$ cat config.mk
export PLATFORM = sky130hd
export DESIGN_NAME = vm2002_change_dispenser
export DESIGN_NICKNAME = d
export VERILOG_FILES = /design/src/rtl/vm2002_change_dispenser.sv
export SDC_FILE = /design/constraint.sdc
export NUM_CORES = 1
export LEC_CHECK = 0
export ABC_AREA = 1
export CAP_MARGIN = 20
export CORE_MARGIN = 3
export CORE_UTILIZATION = 58
export CTS_CLUSTER_DIAMETER = 80
export CTS_CLUSTER_SIZE = 8
export DETAILED_ROUTE_END_ITERATION = 8
export PLACE_DENSITY = 0.95
export SLEW_MARGIN = 30
export SYNTH_ARGS = -nofsm -noshare
export SYNTH_HDL_FRONTEND = slang
export SYNTH_SLANG_ARGS = --single-unit
$ cat constraint.sdc
create_clock -name clk -period 7.6 [get_ports clk]
set_clock_uncertainty 0.1 [all_clocks]
set_input_delay 0.76 -clock clk [delete_from_list [all_inputs] [get_ports clk]]
set_output_delay 0.76 -clock clk [all_outputs]
set_load 0.02 [all_outputs]
$ cat src/rtl/vm2002_change_dispenser.sv
// Change dispenser: pays out a cents amount greedily through the coin-tube eject solenoids.
// Optional dollar-coin tube enabled by defining VM2002_CHANGE_DOLLAR_EN.
module vm2002_change_dispenser #(
  parameter int unsigned PULSE_CYCLES = 4,
  parameter int unsigned GAP_CYCLES   = 2
) (
  input  logic        clk,
  input  logic        rst,
  input  logic        change_req,
  input  logic [15:0] change_amt,
  input  logic [2:0]  tube_empty,
`ifdef VM2002_CHANGE_DOLLAR_EN
  input  logic        tube_empty_dol,
  output logic        eject_dol,
`endif
  output logic        eject_q,
  output logic        eject_d,
  output logic        eject_n,
  output logic        busy,
  output logic        done,
  output logic [15:0] shortfall,
  output logic        err
);

  localparam int unsigned AW = 16;
  localparam int unsigned CW = 4;
  localparam logic [CW-1:0] PULSE_LOAD = CW'(PULSE_CYCLES - 1);
  localparam logic [CW-1:0] GAP_LOAD   = CW'(GAP_CYCLES - 1);

  typedef enum logic [2:0] {S_IDLE, S_SELECT, S_EJECT, S_GAP, S_DONE} state_t;
  typedef enum logic [2:0] {COIN_NONE, COIN_Q, COIN_D, COIN_N, COIN_DOL} coin_t;

  state_t        state;
  logic [AW-1:0] rem;
  logic [CW-1:0] cnt;
  coin_t         pick;
  logic [AW-1:0] pick_val;

  // Greedy coin choice from the remaining amount and current tube sensors
  always_comb begin
    pick     = COIN_NONE;
    pick_val = '0;
`ifdef VM2002_CHANGE_DOLLAR_EN
    if (rem >= AW'(100) && !tube_empty_dol) begin
      pick     = COIN_DOL;
      pick_val = AW'(100);
    end else
`endif
    if (rem >= AW'(25) && !tube_empty[2]) begin
      pick     = COIN_Q;
      pick_val = AW'(25);
    end else if (rem >= AW'(10) && !tube_empty[1]) begin
      pick     = COIN_D;
      pick_val = AW'(10);
    end else if (rem >= AW'(5) && !tube_empty[0]) begin
      pick     = COIN_N;
      pick_val = AW'(5);
    end
  end

  // Sequencer; cnt is shared between the eject pulse and the inter-coin gap
  always_ff @(posedge clk) begin
    if (rst) begin
      state     <= S_IDLE;
      rem       <= '0;
      cnt       <= '0;
      eject_q   <= 1'b0;
      eject_d   <= 1'b0;
      eject_n   <= 1'b0;
`ifdef VM2002_CHANGE_DOLLAR_EN
      eject_dol <= 1'b0;
`endif
      busy      <= 1'b0;
      done      <= 1'b0;
      shortfall <= '0;
      err       <= 1'b0;
    end else begin
      done <= 1'b0;
      case (state)
        S_IDLE: begin
          if (change_req) begin
            rem       <= change_amt;
            shortfall <= '0;
            err       <= 1'b0;
            busy      <= 1'b1;
            state     <= S_SELECT;
          end
        end
        S_SELECT: begin
          if (pick == COIN_NONE) begin
            // shortfall is published together with the done pulse
            done      <= 1'b1;
            shortfall <= rem;
            err       <= (rem != '0);
            state     <= S_DONE;
          end else begin
            rem       <= rem - pick_val;
            eject_q   <= (pick == COIN_Q);
            eject_d   <= (pick == COIN_D);
            eject_n   <= (pick == COIN_N);
`ifdef VM2002_CHANGE_DOLLAR_EN
            eject_dol <= (pick == COIN_DOL);
`endif
            cnt       <= PULSE_LOAD;
            state     <= S_EJECT;
          end
        end
        S_EJECT: begin
          if (cnt == '0) begin
            eject_q   <= 1'b0;
            eject_d   <= 1'b0;
            eject_n   <= 1'b0;
`ifdef VM2002_CHANGE_DOLLAR_EN
            eject_dol <= 1'b0;
`endif
            cnt       <= GAP_LOAD;
            state     <= S_GAP;
          end else begin
            cnt <= cnt - CW'(1);
          end
        end
        S_GAP: begin
          if (cnt == '0) begin
            state <= S_SELECT;
          end else begin
            cnt <= cnt - CW'(1);
          end
        end
        S_DONE: begin
          busy  <= 1'b0;
          state <= S_IDLE;
        end
        default: state <= S_IDLE;
      endcase
    end
  end

endmodule

-- Word level (Yosys, flattened, before mapping)
Cells that the tools add are included.
- add/sub/neg operators: 2
- magnitude comparators: 3
- eq/ne operators: 13
- mux-type cells: 34
- bitwise gates (word level): 1
- reduce and logical (&&, ||, !) cells: 21
- operator list (operator ; number):
    $mux W16 ; 4
    $pmux W16 S2 ; 2
    $ge A16 B3 Y1 const B ; 1
    $ge A16 B4 Y1 const B ; 1
    $ge A16 B5 Y1 const B ; 1
    $mux W4 ; 4
    $reduce_bool A16 Y1 ; 1
    $sub A16 B16 Y16 ; 1
    $mux W3 ; 5
    $reduce_and A3 Y1 ; 5
    $eq A3 B2 Y1 const B ; 4
    $ne A2 B2 Y1 const B ; 6
    $pmux W3 S4 ; 1
    $pmux W4 S3 ; 1
    $pmux W1 S2 ; 5
    $mux W1 ; 8
    $eq A3 B1 Y1 const B ; 2
    $logic_not A3 Y1 ; 2
    $mux W2 ; 3
    $reduce_bool A2 Y1 ; 3
    $mux W5 ; 1
    $logic_not A4 Y1 ; 1
    $sub A4 B1 Y4 const B ; 1
    $eq A3 B3 Y1 const B ; 1
    6 further kinds ; 10
- flip-flop bits (word level): 45
- bits of input ports: 22
- output and inout bits: 22
- word-level logic and storage cells: 84

-- Longest topological paths before layout
- depth in word-level cells: 8
- depth in mapped cells: 20
- mapped depth without buffers: 20

-- Worst setup path before layout
No wires, ideal clock.
- kind: input to register
- from: in tube_empty[1]
- to: reg rem[8]
- arrival time: 2.525 ns
- required time: 7.436 ns
- path slack: 4.911 ns
- stages on the path: 16
- path buffers: 0
- cell sequence: inv_1 -> nand2_1 -> inv_1 -> o21ai_0 -> ha_1 -> inv_1 -> fa_1 -> nand3_1 -> nand3_1 -> nand2_1 -> nand2_1 -> nor2_1 -> nand3_1 -> o211ai_1 -> nor2_1 -> nor2_1
- word-level cells in the longest chain between the ends: 7
- elaborated cells between the ends (all ways): 12
- RTL lines (element ; line ; source):
    from (decl) ; 11 ; input logic [2:0] tube_empty,
    $logic_not A1 Y1 (*) ; 52 ; end else if (rem >= AW'(10) && !tube_empty[1]) begin
    $logic_and A1 B1 Y1 (*) ; 52 ;
    $mux W4 or $mux W2 (tied branches) ; 52 ;
    $mux W5 or $mux W2 (tied branches) ; 49 ; if (rem >= AW'(25) && !tube_empty[2]) begin
    $sub A16 B16 Y16 or $logic_not A3 Y1 (tied branches) ; 97, 90 ;
    $mux W16 or $ne A2 B2 Y1 (tied branches) ; - ;
    $pmux W16 S2 or $reduce_and A3 Y1 (tied branches) ; - ;
    to (signal assigned) ; 82 ; rem <= change_amt;
    to (signal assigned) ; 97 ; rem <= rem - pick_val;
    to (decl) ; 34 ; logic [AW-1:0] rem;
Every way passes the cells marked *; elsewhere a longest branch is shown, timed or not. The select of a mux whose other input is x is not followed.
A chain may end at the register's enable or synchronous reset.

-- Final worst setup path
- from: in tube_empty[1]
- to: reg rem[6]
The elaborated chain is that of the path after synthesis.

==> flow_metrics.env <==
export IMPL_status="finished clean"
export IMPL_postRouteAntennaNets=0
export IMPL_first_global_vias=2652
export IMPL_fp_dieArea_um2=5670
export IMPL_cp_arrival_ps=3220
export IMPL_clkSinkCount=45
export IMPL_p_comb_frac=0.547
export IMPL_path_clk_slew_ps=80
export IMPL_tns_ps=0
export IMPL_grt_usage=0.255
export IMPL_seq_power_share=0.302
export IMPL_yosysTopAreaCellShare=0.323
export IMPL_root_buffer="clkbuf_8"
export IMPL_power_internal_uw=627
export IMPL_ys_seq_area_frac=0.323
export IMPL_yosys_top_cells_area="dfxtp_1 (32%), nand2_1 (19%), nor2_1 (12%)"
export IMPL_postCtsHoldBufs=0
export IMPL_fin_crit_sh=0.410
export IMPL_crit_required_ps=7700
export IMPL_wl_um=6790
export IMPL_layout_drive_gt1_share=0.0412
export IMPL_worst_setup_path_type="input pin to flip-flop"
export IMPL_cts_buffer_depth=2
export IMPL_initial_core_util=0.618
export IMPL_synthDistinctLibCells=34
export IMPL_slew_headroom=0.489
export IMPL_p_sw_frac=0.466
export IMPL_ys_seq_elements=45
export IMPL_synth_edf_count=0
export IMPL_dr_pass1_iters=5
export IMPL_place_inst=531
export IMPL_io_buffer_count=43
export IMPL_rsz0062_at_grt="no"
export IMPL_max_freq_ghz=0.321
export IMPL_vdd_drop_max_mv=0.200
export IMPL_numCtsBuffers=5
export IMPL_yosys_warnings=0
export IMPL_grt_overflow=0
export IMPL_layout_nets=516
export IMPL_synthCells=452
export IMPL_p_leak_uw=0.00152
export IMPL_hold_violations=0
export IMPL_min_path_type="flip-flop to flip-flop"
export IMPL_place_gp_congestion=0.952
export IMPL_p_switching_uw=547
export IMPL_die_w_um=75.3
export IMPL_synth_top_cell_by_area="dfxtp_1"
export IMPL_drt_iter0_markers=258
export IMPL_cts_setup_buffers=0
export IMPL_critPathLaunchType="input pin"
export IMPL_grt_max_degree=34
export IMPL_antenna_found_initial=0
export IMPL_synth_most_common_cell="nand2_1"
export IMPL_avgViaCountPerCell=5.46
export IMPL_grt_pass1_wl_um=11300
export IMPL_clkPwrFrac=0.152
export IMPL_crit_path_max_incr_delay_ps=450
export IMPL_ys_flop_type="dfxtp_1"
export IMPL_postLayoutCoreUtil=0.733
export IMPL_io_pins=44
export IMPL_syn_area_um2=2790
export IMPL_dp_hpwl_um=4920
export IMPL_slowest_stage="clkdlybuf4s50_1"
export IMPL_power_uw=1170
export IMPL_fin_crit_ps=3120
export IMPL_clk_latency_ps=300
export IMPL_syn_avg_cell_area_um2=6.16
export IMPL_coreArea_um2=4500
export IMPL_crit_top_cell="nand2_1"
export IMPL_drc=0
export IMPL_setup_viol=0
export IMPL_vias=2939
export IMPL_slew_violations=0
export IMPL_timing_max_cap_violations=0
export IMPL_pwr_density_cell_nw_per_um2=355
export IMPL_worst_pin_slew_ps=762
export IMPL_wire_per_inst_um=12.6
export IMPL_syn2layout_area_growth_pct=18.6
export IMPL_post_cts_resized=0
export IMPL_final_instance_count_excl_fill=538
export IMPL_die_y_um=75.3
export IMPL_fin_hold_ws_ps=378
export IMPL_diodes=0
export IMPL_critPathMaxFanout=4
export IMPL_cts_max_level=2
export IMPL_nFillCells=388
export IMPL_cts_tree="done"
export IMPL_rows=24
export IMPL_synthArstFlopShare=0
export IMPL_synthTopCellsByCount="nand2_1 (138), nor2_1 (88), dfxtp_1 (45), nand3_1 (41), inv_1 (39)"
export IMPL_path_cells="clkdlybuf4s50_1 -> inv_1 -> nand2_1 -> inv_1 -> o21ai_0 -> ha_1 -> inv_1 -> fa_1 -> nand3_1 -> nand3_1 -> nand2_1 -> nand2_1 -> nand2_1 -> nand2_1 -> nor2_1 -> nand3_1 -> nand2_1 -> nor2_1"
export IMPL_setup_worst_path_end_class="flip-flop"
export IMPL_syn_nets=482
final timing paths:
check | start | to | slack [ps] | cells after the start
setup reg to reg | rem[6]$_SDFFE_PP0P_ | rem[5]$_SDFFE_PP0P_ | 4550 | 18
hold reg to reg | eject_n$_SDFFE_PP0P_ | eject_n$_SDFFE_PP0P_ | 380 | 2
setup / recovery | tube_empty[1] | rem[6]$_SDFFE_PP0P_ | 4480 | 18
hold / removal | eject_n$_SDFFE_PP0P_ | eject_n$_SDFFE_PP0P_ | 380 | 2
worst max-delay path: cells and delay by family:
family | cells | cell delay [ps]
AO/OA/AOI/OAI | 1 | 170
adder cells (fa/ha/maj) | 2 | 590
buffers and inverters | 4 | 620
AND/OR/NAND/NOR | 11 | 1080
layout make-up:
| cell class | count | area [µm²] | share of cell area |
|---|---|---|---|
| inverter | 41 | 154 | 0.0466 |
| timing repair buffer | 44 | 438 | 0.133 |
| sequential | 45 | 901 | 0.273 |
| clock buffer | 5 | 68.8 | 0.0208 |
| tap | 52 | 65.1 | 0.0197 |
| multi-input combinational | 349 | 1640 | 0.497 |
| clock inverter | 2 | 35.0 | 0.0106 |
through the flow:
step | setup slack (ps) | cell area [µm²]
global placement | 4290 | 3200
global route | 4210 | 3300
floorplan | 4910 | 2790
finish | 4480 | 3300
CTS | 4510 | 3300
detailed placement | 4210 | 3200
kinds of logic (layout without fill, tap and decap cells):
| family | after synthesis | count (layout) | synth area share |
|---|---|---|---|
| buffers and inverters | 58 | 92 | 0.0876 |
| adders and majority gates | 8 | 8 | 0.0386 |
| xor gates and xnor gates | 4 | 4 | 0.0126 |
| DFF | 45 | 45 | 0.323 |
| and+or+nand+nor | 291 | 291 | 0.446 |
| AOI/OAI and AO/OA | 46 | 46 | 0.0916 |
cells in the final DEF, fill, tap and decap left out, drive strengths merged:
cell,count
dfxtp,45
clkinv,2
o21ai,6
nand2,142
buf,1
xor2,1
a31o,1
fa,1
nor3,6
a22oi,1
xnor2,3
o211ai,3
clkbuf,5
ha,7
nand4,7
clkdlybuf4s50,43
o221ai,1
a21oi,31
nor2,92
a21o,1
a211oi,1
a21boi,1
bufinv,1
nand3b,2
nand3,42
inv,40
per-layer routing:
layer	vias to the layer above	part of all wire	GRT usage
met1	1301	0.44	0.322
li1	1502	-	-
met4	0	0.022	0.0874
met3	15	0.069	0.0515
met5	-	0	0
met2	121	0.47	0.433
registers in the layout, summed over array words and instances, names as in the netlist, 3 cells and up:
| name | cells |
|---|---|
| state | 3 |
| shortfall | 16 |
| rem | 16 |
| cnt | 4 |
power groups by stage:
| stage | registers (µW) | logic [µW] | clock network [µW] |
|---|---|---|---|
| final | 354 | 641 | 178 |
| after global routing | 362 | 724 | 189 |
| after CTS | 353 | 636 | 179 |
| after detailed placement | 359 | 631 | 0 |
| after global placement | 356 | 615 | 0 |
| after floorplan | 377 | 461 | 0 |
Note: power is estimated with default switching activity, not from simulation.
